[config.mk]
export PLATFORM = sky130hd
export DESIGN_NAME = hazard_stall_ctrl
export DESIGN_NICKNAME = d
export VERILOG_FILES = /design/src/rtl/hazard_stall_ctrl.sv
export SDC_FILE = /design/constraint.sdc
export NUM_CORES = 1
export LEC_CHECK = 0
export BUFFER_PORTS_ARGS = -buffer_cell sky130_fd_sc_hd__buf_4
export CAP_MARGIN = 40
export CORE_MARGIN = 1.5
export CORE_UTILIZATION = 45
export CTS_CLUSTER_DIAMETER = 120
export DETAILED_ROUTE_END_ITERATION = 10
export GPL_TIMING_DRIVEN = 0
export PLACE_DENSITY = 0.76
export SLEW_MARGIN = 20
export SYNTH_ARGS = -nofsm -noshare
export SYNTH_HDL_FRONTEND = slang
export SYNTH_SLANG_ARGS = --single-unit
[constraint.sdc]
create_clock -name clock -period 3.1 [get_ports clock]
set_input_delay 0.62 -clock clock [delete_from_list [all_inputs] [get_ports clock]]
set_output_delay 0.62 -clock clock [all_outputs]
set_load 0.03 [all_outputs]
[src/rtl/hazard_stall_ctrl.sv]
// ---------------------------------------------------------------------------
// hazard_stall_ctrl
//
// ID-stage RAW hazard / stall controller for the pipelined MIPS core.
// The ID source registers (rs, rt) are compared against NUM_STAGES downstream
// write ports (stage 0 = EX, the nearest). When a match is found, stall_out
// is held for a number of cycles that depends on how far away the producer
// is. While stall_out is high, PC/IF/ID freeze and a bubble goes into EX.
// All state changes on the falling edge of clock, so a stall decision is
// ready before the next rising edge.
//
// Optional feature macro: FORWARDING_EN
//   undefined : full interlock. fwd_* are tied to 0 and wr_is_load_in is unused.
//   defined   : only a load in EX (stage 0) that feeds ID stalls, for exactly
//               one cycle. Every other match is resolved through the forwarding
//               selects, which are forced to 0 while a stall is active.
//
// Ports
//   clock              pipeline clock (state updates on negedge)
//   reset              asynchronous, active-high; forces the startup stall
//   id_valid_in        ID holds a real instruction
//   rs/rt_address_in   ID source register addresses
//   rs/rt_read_enable_in  source actually read
//   wr_enable_in       per-stage write enable, bit k = stage k
//   wr_address_in      per-stage destination address, slice k = stage k
//   wr_is_load_in      per-stage "result comes from memory"
//   flush_in           branch/exception flush; aborts a pending stall
//   stall_out          freeze PC/IF/ID, bubble into EX
//   stall_remain_out   stall cycles remaining after the current one
//   stall_cycles_out   saturating count of cycles with stall_out=1
//   fwd_rs/rt_sel_out  operand source: 0 = regfile, k+1 = stage k
// ---------------------------------------------------------------------------
module hazard_stall_ctrl #(
    parameter int ADDR_W     = 5,
    parameter int NUM_STAGES = 3,
    parameter int CNT_W      = 32,
    parameter int MASK_R0    = 1
) (
    input  logic                                clock,
    input  logic                                reset,
    input  logic                                id_valid_in,
    input  logic [ADDR_W-1:0]                   rs_address_in,
    input  logic [ADDR_W-1:0]                   rt_address_in,
    input  logic                                rs_read_enable_in,
    input  logic                                rt_read_enable_in,
    input  logic [NUM_STAGES-1:0]               wr_enable_in,
    input  logic [NUM_STAGES*ADDR_W-1:0]        wr_address_in,
    input  logic [NUM_STAGES-1:0]               wr_is_load_in,
    input  logic                                flush_in,
    output logic                                stall_out,
    output logic [$clog2(NUM_STAGES+1)-1:0]     stall_remain_out,
    output logic [CNT_W-1:0]                    stall_cycles_out,
    output logic [$clog2(NUM_STAGES+1)-1:0]     fwd_rs_sel_out,
    output logic [$clog2(NUM_STAGES+1)-1:0]     fwd_rt_sel_out
);

    localparam int SEL_W = $clog2(NUM_STAGES + 1);

    typedef enum logic {
        IDLE  = 1'b0,
        STALL = 1'b1
    } state_t;

    state_t           state_reg, state_next;
    logic [SEL_W-1:0] remain_reg, remain_next;
    logic [CNT_W-1:0] cycles_reg, cycles_next;

    // ---------------------------------------------------------------------
    // Per-stage address comparison. A destination of R0 never matches when
    // MASK_R0 is set, since R0 is hardwired to zero.
    // ---------------------------------------------------------------------
    logic [NUM_STAGES-1:0] rs_hit;
    logic [NUM_STAGES-1:0] rt_hit;
    logic [NUM_STAGES-1:0] stage_hit;

    generate
        for (genvar gi = 0; gi < NUM_STAGES; gi++) begin : g_cmp
            logic [ADDR_W-1:0] dest;
            logic              dest_masked;

            assign dest        = wr_address_in[gi*ADDR_W +: ADDR_W];
            assign dest_masked = (MASK_R0 != 0) && (dest == '0);
            assign rs_hit[gi]  = wr_enable_in[gi] && rs_read_enable_in &&
                                 (dest == rs_address_in) && !dest_masked;
            assign rt_hit[gi]  = wr_enable_in[gi] && rt_read_enable_in &&
                                 (dest == rt_address_in) && !dest_masked;
            assign stage_hit[gi] = rs_hit[gi] | rt_hit[gi];
        end
    endgenerate

    // ---------------------------------------------------------------------
    // Hazard detection: does the ID instruction need to wait, and for how
    // long (expressed as the remain value loaded on the stall edge, i.e.
    // stall length minus one).
    // ---------------------------------------------------------------------
    logic             hazard;
    logic [SEL_W-1:0] hazard_remain;

`ifdef FORWARDING_EN
    // Only a load still in EX cannot be forwarded in time; one bubble suffices.
    assign hazard        = stage_hit[0] & wr_is_load_in[0];
    assign hazard_remain = '0;

    // Nearest producer wins for each operand. Walk from the far end so the
    // last assignment is the lowest matching stage.
    always_comb begin
        fwd_rs_sel_out = '0;
        fwd_rt_sel_out = '0;
        if (state_reg == IDLE) begin
            for (int k = NUM_STAGES - 1; k >= 0; k--) begin
                if (rs_hit[k]) fwd_rs_sel_out = SEL_W'(k + 1);
                if (rt_hit[k]) fwd_rt_sel_out = SEL_W'(k + 1);
            end
        end
    end
`else
    // Nearest producer wins; it needs the longest wait (NUM_STAGES - k).
    always_comb begin
        hazard        = 1'b0;
        hazard_remain = '0;
        for (int k = NUM_STAGES - 1; k >= 0; k--) begin
            if (stage_hit[k]) begin
                hazard        = 1'b1;
                hazard_remain = SEL_W'(NUM_STAGES - 1 - k);
            end
        end
    end

    assign fwd_rs_sel_out = '0;
    assign fwd_rt_sel_out = '0;

    logic unused_load;
    assign unused_load = &{1'b0, wr_is_load_in};
`endif

    // ---------------------------------------------------------------------
    // Stall FSM. Flush beats everything. The release edge (STALL with
    // remain==0) performs no hazard check; the next edge does.
    // ---------------------------------------------------------------------
    always_comb begin
        state_next  = state_reg;
        remain_next = remain_reg;
        cycles_next = cycles_reg;

        // Count cycles already spent stalled; stick at all-ones.
        if (state_reg == STALL && cycles_reg != '1) begin
            cycles_next = cycles_reg + CNT_W'(1);
        end

        if (flush_in) begin
            state_next  = IDLE;
            remain_next = '0;
        end else if (state_reg == STALL) begin
            if (remain_reg != '0) begin
                remain_next = remain_reg - SEL_W'(1);
            end else begin
                state_next = IDLE;
            end
        end else if (id_valid_in && hazard) begin
            state_next  = STALL;
            remain_next = hazard_remain;
        end
    end

    // Reset parks the pipeline in a one-cycle startup stall.
    always_ff @(negedge clock or posedge reset) begin
        if (reset) begin
            state_reg  <= STALL;
            remain_reg <= '0;
            cycles_reg <= '0;
        end else begin
            state_reg  <= state_next;
            remain_reg <= remain_next;
            cycles_reg <= cycles_next;
        end
    end

    assign stall_out        = (state_reg == STALL);
    assign stall_remain_out = remain_reg;
    assign stall_cycles_out = cycles_reg;

endmodule
==> metrics.txt <==
Worst-Skew Late Latency 340 ps; RSZ-0062 raised after global routing yes; Max Root-Sink Buffers 2; Finished Cell Area 3190 um^2; relative slew slack 52.7%; Comb pwr share 20.2%; violated checks setup timing; hold_sp stall_cycles_out[8]; critical setup path kind in2reg; core area 4410 um^2; Crit Path Max Fanout 3; startpoint types input port; status finished with violations; # DRC 0; P per Cell Area 386 nW/um^2; Mapped Area 2100 um^2; Synth-to-Final Area Change 51.4%; # IOs 76; Iter 0 DRT Violations 103; max_cap viols 0; # diodes 0; Die Span X 71.4 um; Area after DPL 2700 um^2; Hold Path Cell Cnt 1; required time worst endpoint 1680 ps; area occupied by multi-input gates 1200 um^2; total number of vias 1999; via/cell ratio 5.23; Syn Inst Count 215; die height 71.4 um; CTS sink cnt 35; H-Tree Depth 2; Final Hold Viols 0; routed wire length 5620 um; cts hold-fix bufs 0; DR pass1 iterations 4; RD Place Congestion 0.831; Final Total Pwr 1.23 mW; pin count of the biggest net entering global routing 36; antenna-violating nets left 0; row cnt 24; Clock Skew 50.1 ps; Clock power frac 40.4%; GRT overflow 0; Worst Tran Pin Value 708 ps; Lkg Pwr 1.54 nW; Root Buffer clkbuf_8; crit path DAT 1880 ps; Internal Pwr Total 916 uW; number of port buffers 68; Synthesis Warnings 0; Layout Nets 368; Peak VDD IR 384 uV; sw frac 25.5%; CP max stage cell nor4_1; Total GRT Usage 22.7%; sw power 314 uW; Crit path largest cell delay 340 ps; Worst Hold End stall_cycles_out[8]; Worst R2R Path Depth 7; Hold Crit Class reg2reg; post-route setup TNS -521 ps; initial antenna violation count 0; CTS tree done; CP endpoint kind flop; CTS buffer count 5; r2r setup slk 640 ps; crit-path cells buf_4 > xor2_1 > nor4_1 > a32oi_1 > o22a_1 > a21oi_2 > mux2i_1; Fillers 337; FF-to-FF End stall_cycles_out[29]; most common library cell in the layout ignoring fill and taps buf_4; CP delay by family, top compound AO/OA/AOI/OAI gates; pre-CTS setup slack -529 ps; sequential standard cell area 877 um^2; first-pass GRT wire length 9220 um; worst r2r src stall_cycles_out[12]; fin worst setup slack -192 ps; most frequent cells in the layout buf_4, xnor2_1, dfrtn_1; sequential power share 39.5%; Final HPWL DP 3790 um; Netlist cell types 40; worst path bufs/invs 1; vias in the first global route 1945; post-synthesis sequential area ratio 41.7%; flops & latches, synth 35; layout cell share with drive strength beyond 1 39.7%; die area 5100 um^2; final hold slack 464 ps; routed len/inst 14.7 um; max-slew violations 0; Mean Syn Cell Area 9.79 um^2; initial core utilization 47.7%; Final setup viols 4; clock-pin slew on the worst setup and hold paths 50 ps
cell families (layout without fill, tap and decap cells):
| family | after synthesis | after routing | share of synthesized area [%] |
|---|---|---|---|
| simple gates | 81 | 81 | 21.6 |
| xor+xnor | 60 | 60 | 25.0 |
| flops | 35 | 35 | 41.7 |
| compound gates | 18 | 18 | 5.77 |
| buf+inv | 16 | 128 | 3.63 |
| fa+ha+maj | 2 | 2 | 1.19 |
| mux | 2 | 2 | 1.01 |
| other cells | 1 | 4 | 0.178 |
synth_stat cells:
cell type,instances,area share (%)
a2111oi_0,1,0.42
a211o_1,1,0.42
a21oi_1,3,0.71
a31oi_1,1,0.30
a32oi_1,2,0.83
and2_1,4,1.2
and3_1,2,0.59
and4_1,3,1.2
and4_4,1,0.54
buf_2,1,0.24
buf_4,4,1.4
conb_1,1,0.18
dfrtn_1,34,40
dfstp_2,1,1.2
ha_1,2,1.2
inv_1,11,2.0
mux2_2,1,0.54
mux2i_1,1,0.48
nand2_1,14,2.5
nand2b_1,1,0.30
nand3_1,13,3.1
nand4_1,8,2.4
nand4_4,1,1.0
nor2_1,18,3.2
nor2b_1,1,0.30
nor3_1,3,0.71
nor3b_2,1,0.59
nor4_1,4,1.2
o21a_1,3,1.1
o21ai_0,3,0.71
o21ai_1,1,0.24
o21bai_1,1,0.36
o22a_1,1,0.42
o22ai_1,1,0.30
or3_1,2,0.59
or3b_4,1,0.54
or4_1,3,1.1
or4_4,1,0.54
xnor2_1,34,14
xor2_1,26,11
state kept, by name, indices dropped and copies added, names as in the netlist:
signal	cells
stall_remain_out	2
stall_out	1
stall_cycles_out	32
metal layers:
metal	share of wire, %	up-vias	GRT usage [%]
met5	0	-	0
met4	1.8	0	7.76
met3	6.8	8	4.78
met2	48	82	36.3
met1	44	956	30.8
li1	-	953	-
power by group through the flow:
stage / Combinational, mW / Sequential (mW) / Clock [mW]
floorplan: 0.0805 / 0.530 / 0.00404
global placement: 0.193 / 0.504 / 0.00404
detailed placement: 0.197 / 0.505 / 0.00404
CTS: 0.240 / 0.485 / 0.499
global route: 0.268 / 0.487 / 0.525
finish: 0.248 / 0.485 / 0.496
final cells by class:
cell class | count | area share, %
clock buffer | 5 | 2.16
multi-input combinational | 167 | 37.6
clock inverter | 4 | 2.24
inverter | 10 | 1.18
timing repair buffer | 104 | 26.1
tap | 52 | 2.04
sequential | 35 | 27.5
buffer | 5 | 1.10
worst max path at each step:
stage / to / cells past startpoint / startpoint
after floorplan: stall_remain_out[0] / 5 / wr_address_in[0]
after global placement: stall_remain_out[0] / 7 / wr_address_in[8]
after detailed placement: stall_remain_out[0] / 6 / wr_address_in[0]
after CTS: stall_remain_out[0] / 6 / wr_address_in[3]
after global routing: stall_remain_out[0] / 7 / rs_address_in[2]
final: stall_remain_out[0] / 7 / rt_address_in[1]
through the flow:
stage               instances  util, %
finish                    382     72.2
global route              382     72.2
CTS                       370     69.2
detailed placement        338     61.2
global placement          338     61.2
floorplan                 218        -
timing repair:
action	in CTS	in global routing
buffers inserted	24	12
endpoints found under the setup margin	26	18
resized for setup	10	10
cloned	0	0
pin swaps	11	4
(Power assumes the default switching activity.)
